[config.mk]
export PLATFORM = sky130hd
export DESIGN_NAME = regfile_wb_flat
export DESIGN_NICKNAME = d
export VERILOG_FILES = /design/src/rtl/regfile_wb_pkg.sv /design/src/rtl/regfile_wb_if.sv /design/src/rtl/regfile_wb_merge.sv /design/src/rtl/regfile_wb.sv /design/src/flat_wrapper.sv
export SDC_FILE = /design/constraint.sdc
export NUM_CORES = 1
export LEC_CHECK = 0
export CORE_UTILIZATION = 30
export DETAILED_ROUTE_END_ITERATION = 8
export SYNTH_ARGS = -nofsm -noshare
export SYNTH_HDL_FRONTEND = slang
export SYNTH_SLANG_ARGS = --single-unit
[constraint.sdc]
create_clock -name clk -period 4.1 [get_ports clk]
set_input_delay 0.82 -clock clk [delete_from_list [all_inputs] [get_ports clk]]
set_output_delay 0.82 -clock clk [all_outputs]
set_load 0.05 [all_outputs]
[src/rtl/regfile_wb_pkg.sv]
// ============================================================================
// regfile_wb_pkg : shared register selectors, width codes and queue entry type
// Revision: 1.0
// ============================================================================
`default_nettype none

package regfile_wb_pkg;

  localparam logic [2:0] REG_EAX = 3'd0;
  localparam logic [2:0] REG_ECX = 3'd1;
  localparam logic [2:0] REG_EDX = 3'd2;
  localparam logic [2:0] REG_EBX = 3'd3;
  localparam logic [2:0] REG_ESP = 3'd4;
  localparam logic [2:0] REG_EBP = 3'd5;
  localparam logic [2:0] REG_ESI = 3'd6;
  localparam logic [2:0] REG_EDI = 3'd7;

  localparam logic [1:0] WB_WIDTH_BYTE    = 2'b00;
  localparam logic [1:0] WB_WIDTH_WORD    = 2'b01;
  localparam logic [1:0] WB_WIDTH_DWORD   = 2'b10;
  localparam logic [1:0] WB_WIDTH_ILLEGAL = 2'b11;

  typedef struct packed {
    logic [2:0]  regsel;
    logic [1:0]  width;
    logic [31:0] data;
  } wb_entry_t;

endpackage

`default_nettype wire

[src/rtl/regfile_wb_if.sv]
// ============================================================================
// regfile_wb_if : write-back request channel (valid/ready plus payload)
// Revision: 1.0
// ============================================================================
`default_nettype none

interface regfile_wb_if;
  logic        wb_valid;
  logic        wb_ready;
  logic [2:0]  wb_regsel;
  logic [1:0]  wb_width;
  logic [31:0] wb_data;

  modport master (output wb_valid, output wb_regsel, output wb_width,
                  output wb_data, input wb_ready);
  modport slave  (input wb_valid, input wb_regsel, input wb_width,
                  input wb_data, output wb_ready);
endinterface

`default_nettype wire

[src/rtl/regfile_wb_merge.sv]
// ============================================================================
// wb_merge : merges a right-aligned write value into an old register value
// Revision: 1.0
// ============================================================================
`default_nettype none

module wb_merge
  import regfile_wb_pkg::*;
(
  input  wire logic [31:0] old_val,
  input  wire logic [31:0] data,
  input  wire logic [1:0]  width,
  input  wire logic        hi_byte,
  output logic      [31:0] new_val
);

  always_comb begin
    new_val = old_val;
    case (width)
      WB_WIDTH_BYTE: begin
        if (hi_byte) new_val[15:8] = data[7:0];
        else         new_val[7:0]  = data[7:0];
      end
      WB_WIDTH_WORD:  new_val[15:0] = data[15:0];
      WB_WIDTH_DWORD: new_val       = data;
      default:        new_val       = old_val;
    endcase
  end

endmodule

`default_nettype wire

[src/rtl/regfile_wb.sv]
// ============================================================================
// regfile_wb : 8x32 register file fed by a 2-entry in-order write-back queue
// Optional: REGFILE_WB_FWD_EN forwards the queue head onto the outputs.
// Revision: 1.0
// ============================================================================
`default_nettype none

module regfile_wb
  import regfile_wb_pkg::*;
(
  input  wire logic  clk,
  input  wire logic  rst_n,
  regfile_wb_if.slave wb,
  input  wire logic  hold,
  output logic [31:0] eax,
  output logic [31:0] ecx,
  output logic [31:0] edx,
  output logic [31:0] ebx,
  output logic [31:0] esp,
  output logic [31:0] ebp,
  output logic [31:0] esi,
  output logic [31:0] edi,
  output logic [1:0]  wb_pending,
  output logic        retire,
  output logic        wb_err
);

  logic [31:0] r_regs [8];
  wb_entry_t   r_fifo [2];
  logic        r_wr_ptr;
  logic        r_rd_ptr;
  logic [1:0]  r_count;
  logic        r_retire;
  logic        r_err;

  wb_entry_t   w_head;
  logic        w_push;
  logic        w_pop;
  logic        w_hi;
  logic [2:0]  w_tgt;
  logic [31:0] w_old;
  logic [31:0] w_merged;
  logic [31:0] w_out [8];

  assign wb.wb_ready = (r_count != 2'd2);
  assign w_push      = wb.wb_valid && wb.wb_ready;
  assign w_pop       = (r_count != 2'd0) && !hold;
  assign w_head      = r_fifo[r_rd_ptr];

  // Byte writes to selectors 4..7 land in bits 15:8 of eax..ebx
  assign w_hi  = (w_head.width == WB_WIDTH_BYTE) && w_head.regsel[2];
  assign w_tgt = w_hi ? {1'b0, w_head.regsel[1:0]} : w_head.regsel;
  assign w_old = r_regs[w_tgt];

  wb_merge u_merge (
    .old_val (w_old),
    .data    (w_head.data),
    .width   (w_head.width),
    .hi_byte (w_hi),
    .new_val (w_merged)
  );

  always_ff @(posedge clk or negedge rst_n) begin
    if (!rst_n) begin
      for (int i = 0; i < 8; i++) r_regs[i] <= '0;
      for (int i = 0; i < 2; i++) r_fifo[i] <= '0;
      r_wr_ptr <= 1'b0;
      r_rd_ptr <= 1'b0;
      r_count  <= 2'd0;
      r_retire <= 1'b0;
      r_err    <= 1'b0;
    end else begin
      r_retire <= w_pop;
      if (w_push) begin
        r_fifo[r_wr_ptr] <= {wb.wb_regsel, wb.wb_width, wb.wb_data};
        r_wr_ptr         <= ~r_wr_ptr;
      end
      if (w_pop) begin
        r_rd_ptr      <= ~r_rd_ptr;
        r_regs[w_tgt] <= w_merged;
        if (w_head.width == WB_WIDTH_ILLEGAL) r_err <= 1'b1;
      end
      case ({w_push, w_pop})
        2'b10:   r_count <= r_count + 2'd1;
        2'b01:   r_count <= r_count - 2'd1;
        default: r_count <= r_count;
      endcase
    end
  end

  for (genvar i = 0; i < 8; i++) begin : g_out
`ifdef REGFILE_WB_FWD_EN
    assign w_out[i] = ((r_count != 2'd0) && (w_tgt == 3'(i))) ? w_merged : r_regs[i];
`else
    assign w_out[i] = r_regs[i];
`endif
  end

  assign eax        = w_out[0];
  assign ecx        = w_out[1];
  assign edx        = w_out[2];
  assign ebx        = w_out[3];
  assign esp        = w_out[4];
  assign ebp        = w_out[5];
  assign esi        = w_out[6];
  assign edi        = w_out[7];
  assign wb_pending = r_count;
  assign retire     = r_retire;
  assign wb_err     = r_err;

endmodule

`default_nettype wire

[src/flat_wrapper.sv]
// flat-port wrapper written by rule: the top's interface ports become plain ports
module regfile_wb_flat import regfile_wb_pkg::*;
  (clk, rst_n, hold, eax, ecx, edx, ebx, esp, ebp, esi, edi, wb_pending, retire, wb_err, wb_wb_valid, wb_wb_regsel, wb_wb_width, wb_wb_data, wb_wb_ready);
  regfile_wb_if wb_i ();
  input  wire logic clk;
  input  wire logic rst_n;
  input  wire logic hold;
  output logic [31:0] eax;
  output logic [31:0] ecx;
  output logic [31:0] edx;
  output logic [31:0] ebx;
  output logic [31:0] esp;
  output logic [31:0] ebp;
  output logic [31:0] esi;
  output logic [31:0] edi;
  output logic [1:0] wb_pending;
  output logic retire;
  output logic wb_err;
  input wire logic [$bits(wb_i.wb_valid)-1:0] wb_wb_valid;
  input wire logic [$bits(wb_i.wb_regsel)-1:0] wb_wb_regsel;
  input wire logic [$bits(wb_i.wb_width)-1:0] wb_wb_width;
  input wire logic [$bits(wb_i.wb_data)-1:0] wb_wb_data;
  output wire logic [$bits(wb_i.wb_ready)-1:0] wb_wb_ready;
  assign wb_i.wb_valid = wb_wb_valid;
  assign wb_i.wb_regsel = wb_wb_regsel;
  assign wb_i.wb_width = wb_wb_width;
  assign wb_i.wb_data = wb_wb_data;
  assign wb_wb_ready = wb_i.wb_ready;
  regfile_wb u_core (.clk(clk), .rst_n(rst_n), .wb(wb_i), .hold(hold), .eax(eax), .ecx(ecx), .edx(edx), .ebx(ebx), .esp(esp), .ebp(ebp), .esi(esi), .edi(edi), .wb_pending(wb_pending), .retire(retire), .wb_err(wb_err));
endmodule
==> out/summary.md <==
* **shortest clock period the worst path allows after layout** 3430 ps
* **met3 wire length** 4050 µm
* **input/output buffers** 301
* **placeable core region** 49300 µm²
* **aggregate global-route resource usage** 0.207
* **Die Height** 226 µm
* **critical path launch point type** register
* **combined area of all synthesized cells** 15100 µm²
* **highest routed layer** met4
* **maximum clock rate** 0.292 GHz
* **crit path max fanout** 19
* **count of different cell masters after synthesis** 40
* **Num CTS Buffers** 40
* **clock-pin slew reported for the worst setup and hold paths after clock tree synthesis** 60 ps
* **DR vias** 12.1k
* **path depth of the worst reg2reg path** 10
* **Antenna Violating Nets Remaining** 0
* **origin of the critical flop-to-flop path** u_core.r_rd_ptr
* **path category of the worst min-delay check** in -> async
* **reg-to-reg setup timing slack** 670 ps
* **worst relative slew slack** 0.476
* **initial cell density of the core** 0.306
* **setup skew after layout** 17.7 ps
* **routed wirelength normalized by instance count** 22.0 µm
* **ANT cells** 0
* **# DRC** 0
* **status** finished clean
* **post-CTS setup-driven buffer insertion count** 0
* **Pins Over Slew Limit** 0
* **setup repair after global routing missed its margin** no
* **final setup vio count** 0
* **area of the die** 51200 µm²
* **mean instance size in the synthesized netlist** 10.6 µm²
* **maximum clock path buffer count** 3
* **WL met2** 25900 µm
* **end of the worst register-to-register path** u_core.ecx[4]
* **HPWL after detailed placement** 37100 µm
* **drt via density** 5.04
* **number of instances in the synthesized netlist** 1426
* **final-report hold violation count** 0
* **Layout fillers** 4777
* **number of warnings issued by yosys** 0
* **CTS tree** built
* **number of cell rows** 81
* **nets** 1750
* **Clock Root Buffer** clkbuf_16
* **Post-CTS Hold Fix Bufs** 0
* **layout cell share with drive strength beyond 1** 0.173
* **post-cts resize count** 0
* **total negative slack** 0 ps
* **total routed wirelength** 52800 µm
* **Skew-Pair Late Insertion Delay** 560 ps
* **overall die width** 226 µm
* **drt first pass iters** 8
* **commonest non-fill, non-tap cell in the layout** dfrtp_1
* **number of antenna violations at the first check in global routing** 0
* **proportion of synthesized chip area in sequential cells** 0.557
* **remaining global-route overflow** 0
* **commonest cells after routing, fill and taps aside** 335 x dfrtp_1, 300 x clkdlybuf4s50_1, 235 x nand2_1
* **max-capacitance violation count** 0
* **Syn-to-layout area delta** 33.9%
* **required time worst endpoint** 4500 ps
* **clock sink total** 336
* **depth of the CTS H-tree** 2
* **setup ws final** 672 ps
* **wire length of the first global-routing pass** 78800 µm
* **number of synthesized register bits** 336
* **largest net degree at the start of global routing** 86
* **data arrival time of the worst path** 3830 ps
* **number of global-route vias before repair** 12.1k
* **number of nets produced by synthesis** 1472
* **Least-Margin Pin Slew** 786 ps
* **starting DRC count in detailed routing** 1049
* **kind of critical path** reg -> reg
* **I/O pins** 302
* **post-route met1 wirelength** 21700 µm
* **global placer's final weighted congestion** 0.904
* **pre-CTS setup slack** 687 ps
* **category of the worst setup path capture point** register
* **part of the cycle the worst path needs** 0.836
[area by class of cell]
cell class	count	area [µm²]	area share
well taps	664	831	0.0411
clock buffers	61	1190	0.0589
repair buffers	342	3440	0.170
multi-input cells	980	6210	0.307
clock inverters	11	121	0.00600
inverters	4	15.0	0.000743
flip-flops and latches	336	8410	0.416
[registers in the layout, summed over array words and instances, names as in the netlist]
signal             flops
u_core.eax            32
u_core.retire          1
u_core.ecx            32
u_core.ebx            32
u_core.esp            32
u_core.edx            32
u_core.wb_pending      2
u_core.r_rd_ptr        1
u_core.edi            32
u_core.r_fifo         74
u_core.r_wr_ptr        1
u_core.ebp            32
u_core.wb_err          1
u_core.esi            32
[through the flow]
stage	cells	hold slack (ps)	utilization	cell area, µm²
2_1_floorplan	1426	469	-	15100
3_3_place_gp	2326	459	0.384	18900
3_5_place_dp	2326	467	0.384	18900
4_1_cts	2398	144	0.411	20200
5_1_grt	2398	168	0.411	20200
6_report	2398	168	0.411	20200
[worst max-delay path, cell delays in order, from the launching register on]
cell	delay (ps)
dfrtp_2	750
mux2i_1	370
ha_1	230
buf_4	230
nor2b_1	130
o32ai_4	100
buf_4	330
buf_4	340
a32oi_1	120
a32oi_2	520
a21oi_1	140
[kinds of logic (layout without fill, tap and decap cells)]
kind of cell / count (synthesis) / count (layout) / synth area share
and+or+nand+nor: 409 / 409 / 0.107
muxes: 191 / 191 / 0.140
AOI/OAI and AO/OA: 370 / 370 / 0.155
xor gates and xnor gates: 5 / 5 / 0.00290
adders and majority gates: 5 / 5 / 0.00414
buffers and inverters: 110 / 418 / 0.0342
DFF: 336 / 336 / 0.557
[per-layer routing]
layer,GRT usage,up-vias
li1,-,5568
met4,0.0575,0
met5,0,-
met2,0.349,494
met3,0.0473,65
met1,0.263,5966
[Yosys cell counts, drive strengths merged]
library cell  instances  area [µm²]
ha                    5        62.6
nor2b                 2        12.5
buf                  45         272
o32ai                 2        55.1
xor2                  1        8.76
nand3                18        90.1
a21o                  1        7.51
mux2i                36         360
a32oi                32         340
clkbuf               61         230
or3b                  1        11.3
a22o                 16         158
dfrtp               336        8410
nor2                141         534
o21bai                1        7.51
mux2                155        1750
a222oi               16         160
nand3b                2        15.0
nand2b                2        12.5
inv                   4        15.0
a31oi                24         209
xnor2                 4        35.0
and2                  8        50.1
o21ai               129         646
nand2               235         882
a21oi               149         764
[how the worst max path moves through the flow]
stage | start | end | slack [ps]
global placement | u_core.r_rd_ptr | u_core.edx[10] | 760
CTS | u_core.r_rd_ptr | u_core.edx[12] | 660
finish | u_core.r_rd_ptr | u_core.ecx[4] | 670
detailed placement | u_core.r_rd_ptr | u_core.ecx[4] | 690
floorplan | u_core.r_rd_ptr | u_core.edi[7] | 800
global route | u_core.r_rd_ptr | u_core.edx[1] | 420
Power is left out: the tool's default activity adds up to more than one toggle a clock period on the data nets, which glitch-free logic cannot reach.
